`src/rtl/memory_round_controller.sv`:
```
// rtl/memory_round_controller.sv - memory-game round sequencer: plays back the RAM sequence, then checks player entries.
// Sole reader of the 16x4 game RAM; ram_q is expected valid in the cycle after ram_addr changes.
module memory_round_controller #(
  parameter int SHOW_CYCLES    = 1000,
  parameter int GAP_CYCLES     = 200,
  parameter int TIMEOUT_CYCLES = 5000,
  parameter int LAST_ROUND     = 15
) (
  input  logic       clk,
  input  logic       reset,
  input  logic       start,
  input  logic       play_valid,
  input  logic [3:0] play_data,
  output logic [3:0] ram_addr,
  input  logic [3:0] ram_q,
  output logic       show_valid,
  output logic [3:0] show_data,
  output logic       await_play,
  output logic [3:0] round,
  output logic       win,
  output logic       lose,
  output logic       timeout
);

  localparam int MAX_SG  = (SHOW_CYCLES > GAP_CYCLES) ? SHOW_CYCLES : GAP_CYCLES;
  localparam int MAX_ALL = (MAX_SG > TIMEOUT_CYCLES) ? MAX_SG : TIMEOUT_CYCLES;
  localparam int TW      = ($clog2(MAX_ALL) < 1) ? 1 : $clog2(MAX_ALL);

  localparam logic [TW-1:0] SHOW_LAST = TW'(SHOW_CYCLES - 1);
  localparam logic [TW-1:0] GAP_LAST  = TW'(GAP_CYCLES - 1);
  localparam logic [TW-1:0] TO_LAST   = TW'(TIMEOUT_CYCLES - 1);
  localparam logic [3:0]    LAST_R    = 4'(LAST_ROUND);

  typedef enum logic [3:0] {
    IDLE, SHOW_FETCH, SHOW_HOLD, SHOW_GAP, PLAY_FETCH, WAIT_PLAY, NEXT_ROUND, WIN, LOSE
  } state_t;

  state_t          state_q, state_d;
  logic [3:0]      round_q, round_d;
  logic [3:0]      idx_q, idx_d;
  logic [3:0]      addr_q, addr_d;
  logic [TW-1:0]   timer_q, timer_d;
  logic            show_valid_q, show_valid_d;
  logic [3:0]      show_data_q, show_data_d;
  logic [3:0]      expected_q, expected_d;
  logic            timeout_q, timeout_d;
  logic [TW-1:0]   timer_inc;

  // Saturating so an oversized parameter set can never wrap back into a match.
  assign timer_inc = (timer_q == {TW{1'b1}}) ? timer_q : timer_q + 1'b1;

  always_ff @(posedge clk or posedge reset) begin
    if (reset) begin
      state_q      <= IDLE;
      round_q      <= '0;
      idx_q        <= '0;
      addr_q       <= '0;
      timer_q      <= '0;
      show_valid_q <= 1'b0;
      show_data_q  <= '0;
      expected_q   <= '0;
      timeout_q    <= 1'b0;
    end else begin
      state_q      <= state_d;
      round_q      <= round_d;
      idx_q        <= idx_d;
      addr_q       <= addr_d;
      timer_q      <= timer_d;
      show_valid_q <= show_valid_d;
      show_data_q  <= show_data_d;
      expected_q   <= expected_d;
      timeout_q    <= timeout_d;
    end
  end

  always_comb begin
    state_d      = state_q;
    round_d      = round_q;
    idx_d        = idx_q;
    addr_d       = addr_q;
    timer_d      = timer_q;
    show_valid_d = show_valid_q;
    show_data_d  = show_data_q;
    expected_d   = expected_q;
    timeout_d    = timeout_q;
    case (state_q)
      IDLE, WIN, LOSE: begin
        if (start) begin
          round_d   = '0;
          idx_d     = '0;
          addr_d    = '0;
          timeout_d = 1'b0;
          state_d   = SHOW_FETCH;
        end
      end
      SHOW_FETCH: begin
        show_data_d  = ram_q;
        show_valid_d = 1'b1;
        timer_d      = '0;
        state_d      = SHOW_HOLD;
      end
      SHOW_HOLD: begin
        if (timer_q == SHOW_LAST) begin
          show_valid_d = 1'b0;
          show_data_d  = '0;
          timer_d      = '0;
          state_d      = SHOW_GAP;
        end else begin
          timer_d = timer_inc;
        end
      end
      SHOW_GAP: begin
        if (timer_q == GAP_LAST) begin
          timer_d = '0;
          if (idx_q < round_q) begin
            idx_d   = idx_q + 4'd1;
            addr_d  = idx_q + 4'd1;
            state_d = SHOW_FETCH;
          end else begin
            idx_d   = '0;
            addr_d  = '0;
            state_d = PLAY_FETCH;
          end
        end else begin
          timer_d = timer_inc;
        end
      end
      PLAY_FETCH: begin
        expected_d = ram_q;
        timer_d    = '0;
        state_d    = WAIT_PLAY;
      end
      WAIT_PLAY: begin
        timer_d = timer_inc;
        // An entry in the final timer cycle takes priority over the timeout.
        if (play_valid) begin
          if (play_data != expected_q) begin
            timeout_d = 1'b0;
            state_d   = LOSE;
          end else if (idx_q < round_q) begin
            idx_d   = idx_q + 4'd1;
            addr_d  = idx_q + 4'd1;
            state_d = PLAY_FETCH;
          end else begin
            state_d = NEXT_ROUND;
          end
        end else if (timer_q == TO_LAST) begin
          timeout_d = 1'b1;
          state_d   = LOSE;
        end
      end
      NEXT_ROUND: begin
        if (round_q == LAST_R) begin
          state_d = WIN;
        end else begin
          round_d = round_q + 4'd1;
          idx_d   = '0;
          addr_d  = '0;
          state_d = SHOW_FETCH;
        end
      end
      default: state_d = IDLE;
    endcase
  end

  assign ram_addr   = addr_q;
  assign show_valid = show_valid_q;
  assign show_data  = show_data_q;
  assign await_play = (state_q == WAIT_PLAY);
  assign round      = round_q;
  assign win        = (state_q == WIN);
  assign lose       = (state_q == LOSE);
  assign timeout    = (state_q == LOSE) && timeout_q;

endmodule

```
`config.mk`:
```
export PLATFORM = sky130hd
export DESIGN_NAME = memory_round_controller
export DESIGN_NICKNAME = d
export VERILOG_FILES = /design/src/rtl/memory_round_controller.sv
export SDC_FILE = /design/constraint.sdc
export NUM_CORES = 1
export LEC_CHECK = 0
export ABC_AREA = 1
export CORE_ASPECT_RATIO = 1.4
export CORE_MARGIN = 2
export CORE_UTILIZATION = 52
export CTS_BUF_LIST = sky130_fd_sc_hd__clkbuf_8
export CTS_CLUSTER_SIZE = 10
export DETAILED_ROUTE_END_ITERATION = 6
export GPL_TIMING_DRIVEN = 0
export PLACE_DENSITY_LB_ADDON = 0.12
export REMOVE_ABC_BUFFERS = 1
export SYNTH_ARGS = -nofsm -noshare
export SYNTH_HDL_FRONTEND = slang
export SYNTH_SLANG_ARGS = --single-unit
```
`constraint.sdc`:
```
create_clock -name clk -period 1.5 [get_ports clk]
set_input_delay 0.225 -clock clk [delete_from_list [all_inputs] [get_ports clk]]
set_output_delay 0.225 -clock clk [all_outputs]
set_load 0.02 [all_outputs]
```
# Yosys cells after proc, flatten, opt, wreduce, memory -nomap -nowiden
# Cells that the tools add are included.
# totals
register_bits,35
inputBits,12
output_inout_bits,17
elab_cells,82
# op_classes
order_cmp,1
addsub,3
n_mux,33
reduce_logical,14
eq_ne,23
# op_table
op,count
4-bit 2-to-1 mux,15
13-bit one-hot mux with 4 select lines,1
13-bit 2-to-1 mux,3
4-bit one-hot mux with 7 select lines,1
13-bit equality test (second input constant),2
4-bit by 3-bit equality test with 1-bit output (second input constant),4
4-bit one-hot mux with 2 select lines,2
4-bit one-hot mux with 4 select lines,1
13-bit by 1-bit adder with 13-bit output (second input constant),1
13-bit by 10-bit equality test with 1-bit output (second input constant),1
13-bit by 8-bit equality test with 1-bit output (second input constant),1
2-bit != test (second input constant),6
4-bit by 1-bit adder with 4-bit output (second input constant),2
4-bit by 2-bit equality test with 1-bit output (second input constant),2
4-bit equality test (second input constant),2
4-bit AND reduction,2
4-bit nonzero test,2
7-bit AND reduction,1
3-bit 2-to-1 mux,2
3-bit by 2-bit != test with 1-bit output (second input constant),2
2-bit nonzero test,3
1-bit 2-to-1 mux,5
4-bit by 1-bit equality test with 1-bit output (second input constant),1
4-bit zero test,1
other kinds (10),11

# Logic depth before layout (Yosys ltp)
# Gate-level depths: netlist of the first run.
# logic_depth
word_depth,5
depth_mapped,12
depth_no_buf,12

# Least setup slack after synthesis of the first run
# OpenSTA, ideal clock, no wires.
# synth_path
path_kind,register to register
from,register round_q[3] (netlist: round[3])
to,register addr_q[0] (netlist: ram_addr[0])
path_stages_with_launch,9
t_arrival_ps,1590
path_slack_ps,-213
path_buffers,0
required_time_ps,1377
synth_period_minus_slack_ps,1713
setup_time_ps,123
cell_sequence,dfrtp_1 -> inv_1 -> ha_1 -> a21oi_1 -> nand2_1 -> nand2_1 -> nand2_1 -> o21ai_0 -> nand2_1
# synth_between
elab_chain_len,4
word_cells_on_any_way,8
classes_between,order compare: 1; eq/ne: 3; mux: 3; reduce/logical: 1
# synth_lines
item,line,text
start: declaration,39,"logic [3:0] round_q, round_d;"
start signal: assignment,65,round_q <= round_d;
4-bit less-than comparator,"115, 140",
4-bit 2-to-1 mux,115,if (idx_q < round_q) begin
4-bit 2-to-1 mux,113,if (timer_q == GAP_LAST) begin
4-bit one-hot mux with 4 select lines,86,case (state_q)
end signal: assignment,67,addr_q <= addr_d;
end: declaration,41,"logic [3:0] addr_q, addr_d;"
# Parallel ways exist; a longest one is shown, timed or not. The select of a mux whose other input is x is not followed.
# A chain may end at the register's enable or synchronous reset.

# Final worst setup path of the first run
# layout_path
from,register timer_q[0]
to,register timer_q[3]
# layout_between
elab_chain_len,4
word_cells_on_any_way,8
classes_between,add/sub: 1; eq/ne: 3; mux: 4
# layout_lines
item,line,text
start: declaration,42,"logic [TW-1:0] timer_q, timer_d;"
start signal: assignment,68,timer_q <= timer_d;
13-bit by 1-bit adder with 13-bit output / 13-bit equality test (equally long branches),50,assign timer_inc = (timer_q == {TW{1'b1}}) ? timer_q : timer_q + 1'b1;
13-bit 2-to-1 mux,50,
"13-bit 2-to-1 mux, on equally long branches","113, 103",
13-bit one-hot mux with 4 select lines (*),86,
# Every way passes the cells marked *; elsewhere a longest branch is shown, timed or not.

==> reports/metrics.cfg, run 1 <==
[grt]
grt_pass1_vias = 2310
antenna_found_initial = 0
grt_pass1_wl_um = 9800
track_usage_pct = 25.1
grt_overflow = 0
grt_max_degree = 36

[route]
ant_nets = 0
drt_iter0_drc = 170
vias = 2423
drc = 0
post_drt_wl_per_cell_um = 12.9
wl_um = 6210
drt_first_pass_iters = 5
vias_per_cell = 5.05

[yosys]
avgSynthCellArea_um2 = 6.64
ys_seq_area_share_pct = 37.3
yosysUniqueCellTypes = 28
syn_inst = 354
syn-cell-area_mm2 = 0.00235
ys_warn_count = 0
synth_seq_cells = 35

[sta]
maxSlewViolCount = 0
worst_hold_slack_ps = 407
finalCritPeriodShare_pct = 105
maxSlewHeadroom_pct = 49.2
fin_tns_setup_ps = -997
rsz0062_at_grt = true
min_period_ps = 1580
timing.fmax_mhz = 633
worst_slack_ps = -79.6
max_slew.worst_pin.slew_ps = 760
setup_viol = 19
finalHoldViolations = 0
clock_skew_ps = 4.75

[power_and_ir_drop]
sw_frac_of_total_pct = 21.7
comb_power_share_pct = 4.7
leakagePower_nw = 1.81
power_density_mw_per_mm2 = 567
p_sw_mw = 0.412
p_int_mw = 1.48
p_seq_share_pct = 50.1
irDropWorstVdd_mv = 0.564
p_clk_share_pct = 45.2
power_mw = 1.90

[critical_path]
cp_cell_sequence = ha_4 > nand2_4 > nor2_4 > nand3_2 > nor2_1 > nand2_1 > a21boi_4 > nor2_1
start_kind = flop
r2r_start = timer_q[0]
crit_family = simple AND/OR/NAND/NOR gates
cp_max_fo = 8
arrival_ps = 1750
slowest_delay_ps = 390
crit_path_end_kind = flop
crit_top_cell = nor2_1
rrSetupSlack_ps = -80
crit_path_top_delay_cell = dfrtp_1
critical_path_class = flop to flop
timing.rr.end = timer_q[3]
cp.required_ps = 1670
crit_buf_inv = 0
reg2reg_depth = 8

[finish]
mostFrequentLayoutCells = 105 x nand2_1, 46 x inv_1, 32 x buf_4, 31 x nor2_1, 28 x dfrtp_1
n_fill_cell = 306
drive_above_1_share_pct = 31.0
antenna_cells = 0
syn_to_final_growth_pct = 42.3
final_area_mm2 = 0.00335
layout_commonest_cell = nand2_1
num-nets-final = 437

[clock_network]
path_clk_slew_ps = 70
cts_root_buf = clkbuf_8
cts_buffers = 5
tritoncts = yes
postCtsHoldBufs = 0
clockBufferDepth = 2
htree_levels = 2
clk_latency_ps = 290
cts_sinks = 35

[floorplanning]
ioPinCount = 29
start_util_pct = 55.0
chipWidth_um = 60.8
num_rows = 28
coreArea_mm2 = 0.00427
die_h_um = 83.6
dieArea_mm2 = 0.00508

[outcome]
violations = negative setup slack
status = finished with violations

[flow_run]
drv_cap = 0

[worst_hold_path]
hp-class = primary input to async pin

[placed_design]
dp_hpwl_um = 3940
port_buffers = 28
postPlaceCellArea_mm2 = 0.00268
globalplace.congestion = 0.950

[registers in the layout (all words and copies together) (netlist names)]
| name | cells |
|---|---|
| expected_q | 4 |
| ram_addr | 4 |
| round | 4 |
| show_data | 4 |
| show_valid | 1 |
| state_q | 4 |
| timeout_q | 1 |
| timer_q | 13 |
[metrics by stage]
step | cells | setup WS [ps] | util [%]
final | 480 | -79.6 | 78.3
after detailed placement | 440 | -473 | 62.8
after global placement | 440 | -466 | 62.8
after floorplan | 352 | -216 | -
after CTS | 467 | -96.4 | 72.5
after global routing | 480 | -200 | 78.3
[cell type report]
class	instances	area (um2)	area share, %
Clock inverter	3	43.8	1.31
Multi-Input combinational cell	257	1510	45.1
Inverter	60	239	7.14
Sequential cell	35	885	26.4
Tap cell	60	75.1	2.24
Timing Repair Buffer	60	526	15.7
Clock buffer	5	68.8	2.06
[routing by layer]
metal	track usage [%]	share of wire, %
met5	0	0
met4	10.9	3.9
met3	4.65	3.3
met2	45.8	55
met1	26.2	38
[Yosys cell counts]
cell / n / area, um2
nand2_1: 122 / 458
inv_1: 55 / 206
nor2_1: 47 / 176
dfrtp_1: 35 / 876
o21ai_0: 14 / 70.1
a21oi_1: 12 / 60.1
nand3_1: 12 / 60.1
nand4_1: 7 / 43.8
ha_1: 6 / 75.1
nor2_2: 6 / 37.5
nor3_1: 5 / 25.0
inv_2: 4 / 15.0
o22ai_1: 4 / 25.0
nand2_2: 3 / 18.8
nand3_2: 3 / 30.0
nor2_4: 3 / 33.8
xor2_1: 3 / 26.3
buf_6: 2 / 22.5
o21bai_1: 2 / 15.0
a21boi_0: 1 / 7.51
a21boi_2: 1 / 11.3
clkinv_1: 1 / 3.75
nand2_4: 1 / 11.3
nand4_2: 1 / 12.5
o21ai_1: 1 / 5.00
o21ai_2: 1 / 8.76
o31ai_1: 1 / 7.51
xnor2_1: 1 / 8.76
[what timing repair did]
item                                    CTS  global route
endpoints found under the setup margin   41            39
pin swaps                                36            21
resized for setup                        84            46
buffers inserted                         19            13
[cell families (layout without fill, tap and decap cells)]
group	count (synthesis)	after routing	share of synthesized area [%]
simple gates	210	210	38.6
flops	35	35	37.3
compound gates	37	37	8.94
fa+ha+maj	6	6	3.19
xor+xnor	4	4	1.49
buf+inv	62	128	10.5
[power groups by stage]
stage / sequential [mW] / clock (mW) / combinational, mW
floorplan: 0.977 / 0 / 0.0308
global placement: 0.970 / 0 / 0.0880
detailed placement: 0.970 / 0 / 0.0892
CTS: 0.951 / 0.876 / 0.0909
global route: 0.952 / 0.922 / 0.0994
finish: 0.951 / 0.857 / 0.0885
[worst max path at each step]
stage                    start     endpoint  slack [ps]  depth (start not counted)
finish              timer_q[0]   timer_q[3]         -80                          8
global route          round[1]  ram_addr[0]        -200                         11
CTS                 state_q[2]          win        -100                          5
detailed placement  state_q[3]   await_play        -470                          4
global placement    state_q[3]   await_play        -470                          4
floorplan             round[3]  ram_addr[0]        -220                          8
(Power assumes the default switching activity.)
==> run 2: changes to the inputs <==
CORE_UTILIZATION = 58   (was 52)
clock period = 1.6 ns   (was 1.5 ns; I/O delays follow)
==> reports/metrics.cfg, run 2 (synthesis gave the netlist of run 1 again) <==
[critical_path]
rrSetupSlack_ps = -40
crit_path_top_delay_cell = dfrtp_1
crit_path_end_kind = flop
start_kind = flop
reg2reg_depth = 10
crit_top_cell = nand2_1
timing.rr.end = ram_addr[0]
arrival_ps = 1870
cp.required_ps = 1840
cp_max_fo = 5
slowest_delay_ps = 490
cp_cell_sequence = ha_4 > o21ai_1 > nand2_1 > nand2_2 > nand2_4 > nand2_4 > nand2_8 > nor2_4 > nand2_1 > nand2_1
critical_path_class = flop to flop
r2r_start = ram_addr[1]

[sta]
timing.fmax_mhz = 611
rsz0062_at_grt = true
maxSlewHeadroom_pct = 51.7
worst_hold_slack_ps = 381
clock_skew_ps = 3.11
setup_viol = 6
min_period_ps = 1640
max_slew.worst_pin.slew_ps = 723
worst_slack_ps = -37.6
finalHoldViolations = 0
maxSlewViolCount = 0
fin_tns_setup_ps = -98.1
finalCritPeriodShare_pct = 102

[grt]
grt_util_met1_pct = 25.7
grt_util_met3_pct = 4.56
grt.busiest_layer = met2
grt_pass1_vias = 2223
antenna_found_initial = 0
grt_overflow = 0
grtUsageMet2_pct = 49.4
grt_pass1_wl_um = 9210
track_usage_pct = 26.2
grt_max_degree = 36

[route]
drt_first_pass_iters = 4
drt_iter0_drc = 134
vias_per_cell = 5.31
post_drt_wl_per_cell_um = 13.3
ant_nets = 0
vias = 2397
wl_um = 5990
drc = 0

[clock_network]
postCtsHoldBufs = 0
clockBufferDepth = 2
htree_levels = 2
path_clk_slew_ps = 70
cts_buffers = 5
tritoncts = yes
cts_root_buf = clkbuf_8
clk_latency_ps = 290
cts_sinks = 35

[floorplanning]
die_h_um = 79.3
coreArea_mm2 = 0.00392
start_util_pct = 60.0
chipWidth_um = 57.8
ioPinCount = 29
num_rows = 27
dieArea_mm2 = 0.00459

[placed_design]
pre_cts_ws_ps = -349
dp_hpwl_um = 3930
port_buffers = 28
globalplace.congestion = 0.909

[finish]
antenna_cells = 0
mostFrequentLayoutCells = 105 x nand2_1, 50 x inv_1, 38 x nor2_1, 29 x dfrtp_1, 18 x clkdlybuf4s50_1
num-nets-final = 425
top_register = timer_q
layout_commonest_cell = nand2_1
syn_to_final_growth_pct = 38.3
largest_register_ffs = 13
drive_above_1_share_pct = 27.2
postLayoutCoreUtil_pct = 83.0

[power_and_ir_drop]
irDropWorstVdd_mv = 0.556
sw_frac_of_total_pct = 21.6
power_density_mw_per_mm2 = 565
leakagePower_nw = 1.77
p_seq_share_pct = 48.5
p_clk_share_pct = 47.0
comb_power_share_pct = 4.5
p_int_mw = 1.44
p_sw_mw = 0.397

[outcome]
violations = negative setup slack
status = finished with violations

[flow_run]
drv_cap = 0

[worst_hold_path]
hp-class = primary input to async pin

run 2: changes by cell type in the layout (fill, tap and decap cells not counted), sizes merged, moves of 2 or more:
cell	change
buf	-12
clkdlybuf4s50	+6
clkinv	-2
dlygate4sd2	-5
inv	+2
run 2: layout make-up:
class | count | area (um2)
fillers | 246 | 667
inverters | 60 | 230
clock inverters | 2 | 38.8
flip-flops and latches | 35 | 883
multi-input cells | 257 | 1520
repair buffers | 48 | 440
well taps | 43 | 53.8
clock buffers | 6 | 82.6
run 2: worst max-delay path, delay by kind of cell (launching register included):
family | cells | cell delay (ps)
compound gates | 1 | 90
fa+ha+maj | 1 | 240
flops | 1 | 490
simple gates | 8 | 760
run 2: how the worst max path moves through the flow:
stage | startpoint | to | slack [ps] | cells past startpoint
finish | ram_addr[1] | ram_addr[0] | -40 | 10
global route | timer_q[1] | ram_addr[0] | -120 | 12
CTS | timer_q[1] | timer_q[3] | 0.3 | 10
detailed placement | state_q[3] | await_play | -350 | 4
global placement | state_q[3] | await_play | -340 | 4
floorplan | round[3] | ram_addr[0] | -120 | 8
run 2: per-stage QoR:
step,cell area [um2],instances,power (mW)
finish,3250,451,1.84
global route,3250,451,1.88
floorplan,2330,352,0.944
CTS,2920,440,1.85
detailed placement,2660,423,0.992
global placement,2660,423,0.991
run 2: per-layer routing:
layer	up-vias	part of all wire, %
met5	-	0
met4	0	3.7
met3	24	3.1
met2	52	56
met1	1113	37
li1	1208	-
run 2: what timing repair did:
| item | CTS | global route |
|---|---|---|
| endpoints found under the setup margin | 34 | 31 |
| pin swaps | 15 | 29 |
| setup buffers | 9 | 11 |
| hold endpoints to repair | 0 | 0 |
| gates resized for setup | 52 | 62 |
run 2: power by group through the flow:
stage	clock, mW	combinational, mW	sequential [mW]
finish	0.864	0.0821	0.891
global route	0.899	0.0922	0.892
CTS	0.874	0.0831	0.891
floorplan	0	0.0288	0.916
global placement	0	0.0817	0.909
detailed placement	0	0.0828	0.909
==> run 3: changes to the inputs <==
MAX_ROUTING_LAYER = met4   (was not set)
==> reports/metrics.cfg, run 3 (synthesis gave the netlist of run 1 again) <==
[finish]
layout_commonest_cell = nand2_1
layout.cells.non_filler = 459
n_fill_cell = 238
top_register = timer_q
multi_input_area_mm2 = 0.00151
regArea_um2 = 882
mostFrequentLayoutCells = 104 x nand2_1, 48 x inv_1, 34 x nor2_1, 30 x dfrtp_1, 22 x buf_4
final_area_mm2 = 0.00331
drive_above_1_share_pct = 29.3
num-nets-final = 433
largest_register_ffs = 13
antenna_cells = 0
postLayoutCoreUtil_pct = 84.5
syn_to_final_growth_pct = 40.8

[clock_network]
cts_root_buf = clkbuf_8
htree_levels = 2
tritoncts = yes
clk_latency_ps = 300
cts_buffers = 5
path_clk_slew_ps = 80
clockBufferDepth = 2
cts_sinks = 35

[route]
drt_first_pass_iters = 4
vias = 2540
drc = 0
drt_iter0_drc = 237
ant_nets = 0
wl_um = 7010
post_drt_wl_per_cell_um = 15.3
vias_per_cell = 5.53

[worst_hold_path]
hp-class = primary input to async pin

[sta]
setup_viol = 3
worst_slack_ps = -24.8
min_period_ps = 1620
rsz0062_at_grt = true
maxSlewHeadroom_pct = 50.6
clock_skew_ps = 5.80
max_slew.worst_pin.slew_ps = 739
finalCritPeriodShare_pct = 102
fin_tns_setup_ps = -47.8
finalHoldViolations = 0
maxSlewViolCount = 0
timing.fmax_mhz = 615

[critical_path]
crit_path_top_delay_cell = dfrtp_1
cp_num_cells = 8
rrSetupSlack_ps = -20
crit_family = simple AND/OR/NAND/NOR gates
cp_cell_sequence = ha_4 > nand2_4 > nor2_4 > nand3_2 > o21ai_2 > nand4_1 > nand2_1 > nand2_1
timing.rr.end = state_q[3]
arrival_ps = 1820
reg2reg_depth = 8
critical_path_class = flop to flop
crit_path_end_kind = flop
cp.required_ps = 1790
cp_max_fo = 4
slowest_delay_ps = 400
r2r_start = timer_q[0]
crit_top_cell = nand2_1
crit_buf_inv = 0
start_kind = flop

[grt]
grt_pass1_wl_um = 9450
grt_overflow = 0
grt_pass1_vias = 2186
track_usage_pct = 27.5
grt_max_degree = 36
antenna_found_initial = 0

[outcome]
violations = negative setup slack
status = finished with violations

[placed_design]
dp.cells = 423
pre_cts_ws_ps = -375
postPlaceCellArea_mm2 = 0.00266
globalplace.congestion = 0.912
dp_hpwl_um = 3960
port_buffers = 28

[floorplanning]
start_util_pct = 60.0
num_rows = 27
dieArea_mm2 = 0.00459
chipWidth_um = 57.8
coreArea_mm2 = 0.00392
ioPinCount = 29
die_h_um = 79.3

[power_and_ir_drop]
power_density_mw_per_mm2 = 554
leakagePower_nw = 1.80
irDropWorstVdd_mv = 0.922

[flow_run]
drv_cap = 0

-- run 3: repair_timing --
item | 4_1_cts | 5_1_grt
resized for setup | 47 | 68
setup endpoints to repair | 36 | 31
pin swaps | 13 | 35
hold buffers | 0 | 0
buffers inserted | 12 | 16
-- run 3: how the worst max path moves through the flow --
stage | end | slack, ps | startpoint
final | state_q[3] | -20 | timer_q[0]
after global routing | ram_addr[3] | -130 | timer_q[0]
after CTS | ram_addr[3] | 3 | round[1]
after detailed placement | await_play | -380 | state_q[3]
after global placement | await_play | -340 | state_q[3]
after floorplan | ram_addr[0] | -120 | round[3]
-- run 3: final cells by class --
| cell class | instances | share of cell area, % |
|---|---|---|
| Clock inverter | 3 | 1.44 |
| Timing Repair Buffer | 56 | 15.6 |
| Tap cell | 43 | 1.63 |
| Sequential cell | 35 | 26.7 |
| Inverter | 60 | 6.96 |
| Clock buffer | 5 | 2.08 |
| Multi-Input combinational cell | 257 | 45.6 |
-- run 3: stage by stage --
stage          hold WS (ps)  power (mW)
6_report                377        1.83
5_1_grt                 473        1.87
4_1_cts                 528        1.83
3_5_place_dp            507       0.993
3_3_place_gp            493       0.990
2_1_floorplan           394       0.944
-- run 3: report_power, final --
| group | internal, mW | switching (mW) |
|---|---|---|
| logic | 0.0392 | 0.0450 |
| registers | 0.889 | 0.00264 |
| clock network | 0.473 | 0.386 |
-- run 3: worst reg2reg max path: stages (launching register included) --
cell and delay (ps):
dfrtp_1 400, ha_4 170, nand2_4 80, nor2_4 130, nand3_2 110, o21ai_2 180
nand4_1 240, nand2_1 150, nand2_1 60
-- run 3: routing by layer --
| layer | track usage (%) | routed length (um) |
|---|---|---|
| met1 | 28.7 | 2440 |
| met4 | 12.6 | 276 |
| met2 | 50.3 | 4020 |
| met3 | 3.58 | 270 |
| met5 | - | 0 |
